$ cat src/rtl/sid_envelope.sv
// Per-voice SID ADSR envelope generator with wave*env amplitude stage.
// All envelope state advances on the 1 MHz SID cycle enable ce.
module sid_envelope #(
  parameter int unsigned RATE_W = 15
) (
  input  logic        clk,
  input  logic        rst,
  input  logic        ce,
  input  logic        gate,
  input  logic [3:0]  attack,
  input  logic [3:0]  decay,
  input  logic [3:0]  sustain,
  input  logic [3:0]  release_rate,
  input  logic [11:0] wave,
  output logic [7:0]  env,
  output logic [11:0] voice,
  output logic        voice_valid
);

  typedef enum logic [1:0] {
    ATTACK,
    DECAY_SUSTAIN,
    RELEASE
  } state_t;

  state_t            state, state_nxt;
  logic [RATE_W-1:0] rate_cnt, rate_nxt, rate_cmp;
  logic [4:0]        exp_cnt, exp_nxt, exp_per;
  logic [7:0]        env_nxt;
  logic              gate_q;
  logic [3:0]        idx;
  logic              tick, rise, fall, step_down;
  logic [19:0]       product;

  function automatic logic [14:0] rate_period(input logic [3:0] i);
    case (i)
      4'd0:    return 15'd8;
      4'd1:    return 15'd31;
      4'd2:    return 15'd62;
      4'd3:    return 15'd94;
      4'd4:    return 15'd148;
      4'd5:    return 15'd219;
      4'd6:    return 15'd266;
      4'd7:    return 15'd312;
      4'd8:    return 15'd391;
      4'd9:    return 15'd976;
      4'd10:   return 15'd1953;
      4'd11:   return 15'd3125;
      4'd12:   return 15'd3906;
      4'd13:   return 15'd11719;
      4'd14:   return 15'd19531;
      default: return 15'd31250;
    endcase
  endfunction

  always_comb begin
    case (state)
      ATTACK:        idx = attack;
      DECAY_SUSTAIN: idx = decay;
      default:       idx = release_rate;
    endcase
  end

  assign rate_cmp = RATE_W'(rate_period(idx));
  assign product  = 20'(wave) * 20'(env);

  always_comb begin
    if      (env > 8'h5D) exp_per = 5'd1;
    else if (env > 8'h36) exp_per = 5'd2;
    else if (env > 8'h1A) exp_per = 5'd4;
    else if (env > 8'h0E) exp_per = 5'd8;
    else if (env > 8'h06) exp_per = 5'd16;
    else if (env > 8'h00) exp_per = 5'd30;
    else                  exp_per = 5'd1;
  end

  always_comb begin
    state_nxt = state;
    env_nxt   = env;
    exp_nxt   = exp_cnt;
    step_down = 1'b0;
    // Equality-only compare: a shorter rate selected past its period waits for the wrap.
    tick      = (rate_cnt == rate_cmp);
    rate_nxt  = tick ? '0 : rate_cnt + 1'b1;
    rise      = gate & ~gate_q;
    fall      = ~gate & gate_q;

    if (rise) begin
      state_nxt = ATTACK;
    end else if (fall) begin
      state_nxt = RELEASE;
    end else if (tick) begin
      case (state)
        ATTACK: begin
          if (env != 8'hFF) env_nxt = env + 8'd1;
          if (env >= 8'hFE) begin
            state_nxt = DECAY_SUSTAIN;
            exp_nxt   = '0;
          end
        end
        DECAY_SUSTAIN: step_down = (env != {sustain, sustain}) && (env != 8'h00);
        default:       step_down = (env != 8'h00);
      endcase
    end

    if (step_down) begin
      if (exp_cnt == exp_per - 5'd1) begin
        exp_nxt = '0;
        env_nxt = env - 8'd1;
      end else begin
        exp_nxt = exp_cnt + 5'd1;
      end
    end
  end

  always_ff @(posedge clk or negedge rst) begin
    if (!rst) begin
      state       <= RELEASE;
      env         <= '0;
      rate_cnt    <= '0;
      exp_cnt     <= '0;
      gate_q      <= 1'b0;
      voice       <= '0;
      voice_valid <= 1'b0;
    end else begin
      voice_valid <= ce;
      if (ce) begin
        state    <= state_nxt;
        env      <= env_nxt;
        rate_cnt <= rate_nxt;
        exp_cnt  <= exp_nxt;
        gate_q   <= gate;
        voice    <= product[19:8];
      end
    end
  end

endmodule
$ cat config.mk
export PLATFORM = sky130hd
export DESIGN_NAME = sid_envelope
export DESIGN_NICKNAME = d
export VERILOG_FILES = /design/src/rtl/sid_envelope.sv
export SDC_FILE = /design/constraint.sdc
export NUM_CORES = 1
export LEC_CHECK = 0
export BUFFER_PORTS_ARGS = -buffer_cell sky130_fd_sc_hd__buf_4
export CAP_MARGIN = 20
export CORE_ASPECT_RATIO = 1.2
export CORE_MARGIN = 3
export CORE_UTILIZATION = 40
export CTS_CLUSTER_DIAMETER = 150
export CTS_CLUSTER_SIZE = 40
export DETAILED_ROUTE_END_ITERATION = 8
export GPL_TIMING_DRIVEN = 0
export HOLD_SLACK_MARGIN = 0.05
export MAX_ROUTING_LAYER = met4
export PLACE_DENSITY_LB_ADDON = 0.15
export SLEW_MARGIN = 40
export SYNTH_ARGS = -nofsm -noshare
export SYNTH_HDL_FRONTEND = slang
export SYNTH_SLANG_ARGS = --single-unit
$ cat constraint.sdc
create_clock -name clk -period 8.4 [get_ports clk]
set_clock_uncertainty 0.1 [all_clocks]
set_input_delay 1.26 -clock clk [delete_from_list [all_inputs] [get_ports clk]]
set_output_delay 1.26 -clock clk [all_outputs]
set_load 0.01 [all_outputs]
### Word-level counts from Yosys, hierarchy flattened

Memory sizes are Yosys's and may differ from the RTL's.
Index checks and enable logic that the tools add are counted.

| word-level totals | value |
|---|---|
| register bits after elaboration | 44 |
| bits in latches | 0 |
| bits in writable memories | 0 |
| bits in read-only memories | 240 |
| input port bits | 32 |
| output and inout bits | 21 |
| logic and storage cells | 74 |
| memories | 1 |

Memories:

| memory | depth | width | rd ports | clocked after Yosys merged registers in | wr ports | line | RTL |
|---|---|---|---|---|---|---|---|
| (name not given) | 16 | 15 | 1 | 0 | 0 | 36 | `case (i)` |

| cells by class | value |
|---|---|
| add/subtract/negate cells | 5 |
| multipliers | 1 |
| divide/modulo/power cells | 0 |
| magnitude comparators | 7 |
| equality and inequality tests | 7 |
| shift operators | 0 |
| mux-type cells | 31 |
| bitwise gates (word level) | 4 |
| reduce and logical (&&, ||, !) cells | 11 |

Operator list:

| cell | number |
|---|---|
| 5-bit 2-to-1 mux | 13 |
| 8-bit 2-to-1 mux | 7 |
| 12-bit by 8-bit multiplier with 20-bit output | 1 |
| 15-bit by 1-bit adder with 15-bit output, second input constant | 1 |
| 15-bit == test | 1 |
| 15-bit 2-to-1 mux | 1 |
| 2-bit 2-to-1 mux | 5 |
| 3-bit nonzero test | 3 |
| 8-bit by 1-bit adder with 8-bit output, second input constant | 1 |
| 8-bit >= comparator, second input constant | 1 |
| 8-bit by 1-bit > comparator with 1-bit output, second input constant | 1 |
| 8-bit by 3-bit > comparator with 1-bit output, second input constant | 1 |
| 8-bit by 4-bit > comparator with 1-bit output, second input constant | 1 |
| 8-bit by 5-bit > comparator with 1-bit output, second input constant | 1 |
| 8-bit by 6-bit > comparator with 1-bit output, second input constant | 1 |
| 8-bit by 7-bit > comparator with 1-bit output, second input constant | 1 |
| 8-bit != test | 1 |
| 8-bit != test, second input constant | 1 |
| 4-bit one-hot mux with 2 select lines | 1 |
| 8-bit nonzero test | 1 |
| 8-bit by 1-bit subtractor with 8-bit output, second input constant | 1 |
| 6-bit AND reduction | 1 |
| 2-bit nonzero test | 3 |
| 5-bit by 1-bit adder with 5-bit output, second input constant | 1 |
| 11 further kinds | 16 |

### Logic depth before layout (Yosys ltp)

| logic depth | value |
|---|---|
| word-level depth | 11 |
| mapped depth | 21 |
| mapped depth without buffers | 19 |

### Worst setup path after synthesis

OpenSTA, ideal clock, no wires.

| timing | value |
|---|---|
| kind | input to register |
| start | in wave[0] |
| end | reg voice[10] |
| arrival time | 5.582 ns |
| data required time | 8.175 ns |
| slack | 2.594 ns |
| stages | 17 |
| path buffers | 0 |
| cells stage by stage | nand2_1 -> fa_1 -> fa_1 -> inv_1 -> fa_1 -> inv_1 -> fa_1 -> inv_1 -> ha_1 -> and2_1 -> o21ai_0 -> o211ai_1 -> a21o_1 -> a221o_1 -> a221oi_1 -> xnor2_1 -> mux2_2 |

| between the ends | value |
|---|---|
| word-level cells in the longest chain between the ends | 1 |

Ends and longest elaborated chain:

| element | line | RTL |
|---|---|---|
| from (decl) | 14 | `input logic [11:0] wave,` |
| 12-bit by 8-bit multiplier with 20-bit output | 65 | `assign product = 20'(wave) * 20'(env);` |
| to (signal assigned) | 133 | `voice <= product[19:8];` |
| to (decl) | 16 | `output logic [11:0] voice,` |

Every way passes these cells.
A chain may end at the register's enable or synchronous reset.

### Final worst setup path

| timing | value |
|---|---|
| start | reg env[4] |
| end | reg voice[10] |

| between the ends | value |
|---|---|
| word-level cells in the longest chain between the ends | 1 |

Ends and longest elaborated chain:

| element | line | RTL |
|---|---|---|
| from (decl) | 15 | `output logic [7:0] env,` |
| from (signal assigned) | 129 | `env <= env_nxt;` |
| 12-bit by 8-bit multiplier with 20-bit output | 65 |  |

Every way passes these cells.

==> out/qor.txt <==
Bufs on Longest Clock Path: 2
Pleak: 3.59 nW
Starting Density: 0.410
Root buffer cell: clkbuf_16
Number of buffers created by CTS: 5
Worst setup EP type: register
Final hold vios: 0
Final Slew Violations: 0
Via Count: 5979
Cell with the most instances after synthesis: inv_1
YS warnings: 0
Worst Path Arrival: 6.46 ns
Post-DP Area: 7630 um2
Placement row count: 52
I/O pins: 53
TritonCTS clock tree: done
Fin area: 7800 um2
Buffers added on ports: 52
Syn nets: 952
Post-synthesis register bit count: 44
Post-synthesis sequential area ratio: 0.158
Post-synth EDFFs: 0
Post-route setup TNS: 0 ns
Status: finished, final reports clean
Top FF cell, synth: dfrtp_1
Skew-Pair Late Insertion Delay: 0.30 ns
PwrDens: 159 nW/um2
Die ar.: 19000 um2
Fin crit share: 0.758
Tmin final: 6.37 ns
Initial antenna violation count: 0
Post-DRT Antenna Nets: 0
Placed Cells: 1076
Reg clk slew, reported paths: 0.07 ns
Max-Cap Viols: 0
Yosys cell types: 87
H-Tree Depth: 2
Resize count post-CTS: 0
Unrepaired setup endpoints after global routing: no
Synth Area per Inst: 8.62 um2
Biggest area consumer among synthesized cells: fa_1
Post-Synthesis Cell Area: 6970 um2
Synth area leaders: fa_1, dfrtp_1, ha_1
DR vias/cell: 5.52
CP Class: register to register
Max IR drop VDD: 0.000149 V
Max_slew headroom: 0.520
Hold-fix buffers at CTS: 0
Fin util: 0.459
Diode count: 0
CP max FO: 10
Worst slew pin tran: 0.720 ns
Post-Synthesis Cells: 808
Non-Filler Instances: 1084
Total Wirelength: 19600 um
Post-CTS Setup Inserts: 0
Hold crit path type: register to register
First-pass GRT wire length: 32700 um
Clock sink count: 44
Cells on worst reg2reg path: 19
R2R Path Start: env[4]$_DFFE_PN0P_
GRT overflow: 0
Ys async rst share: 1.00
Total track usage: 0.221
Core area: 17000 um2
Worst Hold End: voice[9]$_DFFE_PN0P_
DRT iter0 DRCs: 347
Number of global-route vias before repair: 6232
Largest net degree at the start of global routing: 45
# setup viols final: 0
Max Freq: 157 MHz
Wire per inst: 18.0 um
Post-route DRC: 0
Synthesis-to-layout area growth: 11.9%
Min-delay src: voice[9]$_DFFE_PN0P_
Drt first pass iters: 4
DIE WIDTH: 126 um
Synth top cells by count: inv_1, and2_1, fa_1
Crit path launch type: register
Detailed Place HPWL: 15700 um
R2R Path End: voice[10]$_DFFE_PN0P_
Top cell type's share of synthesized area: 0.170
Die H: 151 um
Reg-to-reg slack, setup: 2.03 ns
Hold path cells: 1
RePlAce Congestion: 0.888
Data required, critical path: 8.49 ns
NumNets Final: 1011
Share of cells above drive strength 1: 0.136
stage by stage:
step	hold slack (ns)	worst slack (ns)	power (W)
2_1_floorplan	0.380	2.59	0.000801
3_3_place_gp	0.392	2.11	0.00101
3_5_place_dp	0.399	2.04	0.00101
4_1_cts	0.420	2.02	0.00126
5_1_grt	0.428	1.58	0.00135
6_report	0.413	2.03	0.00124
logic make-up (layout without fill, tap and decap cells):
kind of cell / Yosys count / after routing / share of synthesized area
AO/OA/AOI/OAI: 163 / 163 / 0.174
XOR/XNOR: 37 / 37 / 0.0465
adder cells (fa/ha/maj): 112 / 112 / 0.265
buffers and inverters: 142 / 202 / 0.0833
flip-flops: 44 / 44 / 0.158
multiplexers: 22 / 22 / 0.0357
AND/OR/NAND/NOR: 288 / 288 / 0.237
per-layer routing:
metal / GRT usage / routed length, um / share of wire
met1: 0.260 / 8280 / 0.42
met2: 0.402 / 10400 / 0.53
met3: 0.0227 / 519 / 0.027
met4: 0.0558 / 386 / 0.020
met5: - / 0 / 0
critical path, stage by stage (launching register included):
cell	delay [ns]
dfrtp_1	0.46
clkbuf_1	0.41
clkbuf_1	0.51
nand2_1	0.17
fa_1	0.55
fa_1	0.49
inv_1	0.06
fa_1	0.53
inv_1	0.06
fa_1	0.52
inv_1	0.04
ha_1	0.31
and2_1	0.16
o21ai_0	0.28
o211ai_1	0.24
a21o_1	0.26
a221o_1	0.42
a221oi_1	0.31
xnor2_1	0.10
mux2_2	0.26
flip-flops by register name, indices dropped and copies added (netlist names):
name         flops
voice           12
state            2
rate_cnt        15
voice_valid      1
env              8
exp_cnt          5
gate_q           1
report_power, final:
group          total (W)  leakage [nW]  internal, W  switching [W]
combinational   0.000720          2.99     0.000314       0.000406
sequential      0.000285         0.525     0.000256      0.0000287
clock           0.000238        0.0804     0.000142      0.0000965
worst max-delay path by stage:
| stage | from | endpoint | slack [ns] | cells after the start |
|---|---|---|---|---|
| global placement | wave[0] | voice[11]$_DFFE_PN0P_ | 2.11 | 18 |
| floorplan | wave[0] | voice[10]$_DFFE_PN0P_ | 2.59 | 17 |
| finish | env[4]$_DFFE_PN0P_ | voice[10]$_DFFE_PN0P_ | 2.03 | 19 |
| CTS | env[4]$_DFFE_PN0P_ | voice[11]$_DFFE_PN0P_ | 2.02 | 19 |
| global route | env[4]$_DFFE_PN0P_ | voice[11]$_DFFE_PN0P_ | 1.58 | 19 |
| detailed placement | env[4]$_DFFE_PN0P_ | voice[11]$_DFFE_PN0P_ | 2.04 | 19 |
cells in the final DEF, fill, tap and decap left out, types with 4 or more instances in the layout:
cell type / Yosys / layout
nor2_1: 28 / 28
buf_4: 6 / 58
a31oi_1: 6 / 6
xor2_1: 15 / 15
a21o_1: 8 / 8
mux2_2: 11 / 11
nand2_1: 57 / 57
a21oi_1: 27 / 27
o2111ai_1: 12 / 12
xnor2_1: 22 / 22
nor2b_1: 12 / 12
o22ai_1: 5 / 5
nand3_1: 21 / 21
mux2i_1: 7 / 7
clkbuf_1: 26 / 26
inv_1: 97 / 97
a211o_1: 4 / 4
nand2b_1: 6 / 6
a32oi_1: 4 / 4
buf_2: 8 / 8
o21ai_0: 22 / 22
dfrtp_1: 43 / 43
clkbuf_16: 0 / 5
and3_1: 12 / 12
nand4_1: 10 / 10
and3b_1: 4 / 4
o211ai_1: 14 / 14
fa_1: 59 / 59
ha_1: 53 / 53
a211oi_1: 8 / 8
nor3_1: 17 / 17
nor4_1: 4 / 4
and2_1: 87 / 87
final cells by class:
class                           instances  area [um2]
Inverter                               99         372
Buffer                                 43         209
Multi-Input combinational cell        622        5290
Tap cell                              216         270
Clock inverter                          3        46.3
Sequential cell                        44        1100
Fill cell                            1731        9180
Timing Repair Buffer                   52         390
Clock buffer                            5         125
Note: power is estimated with default switching activity, not from simulation.
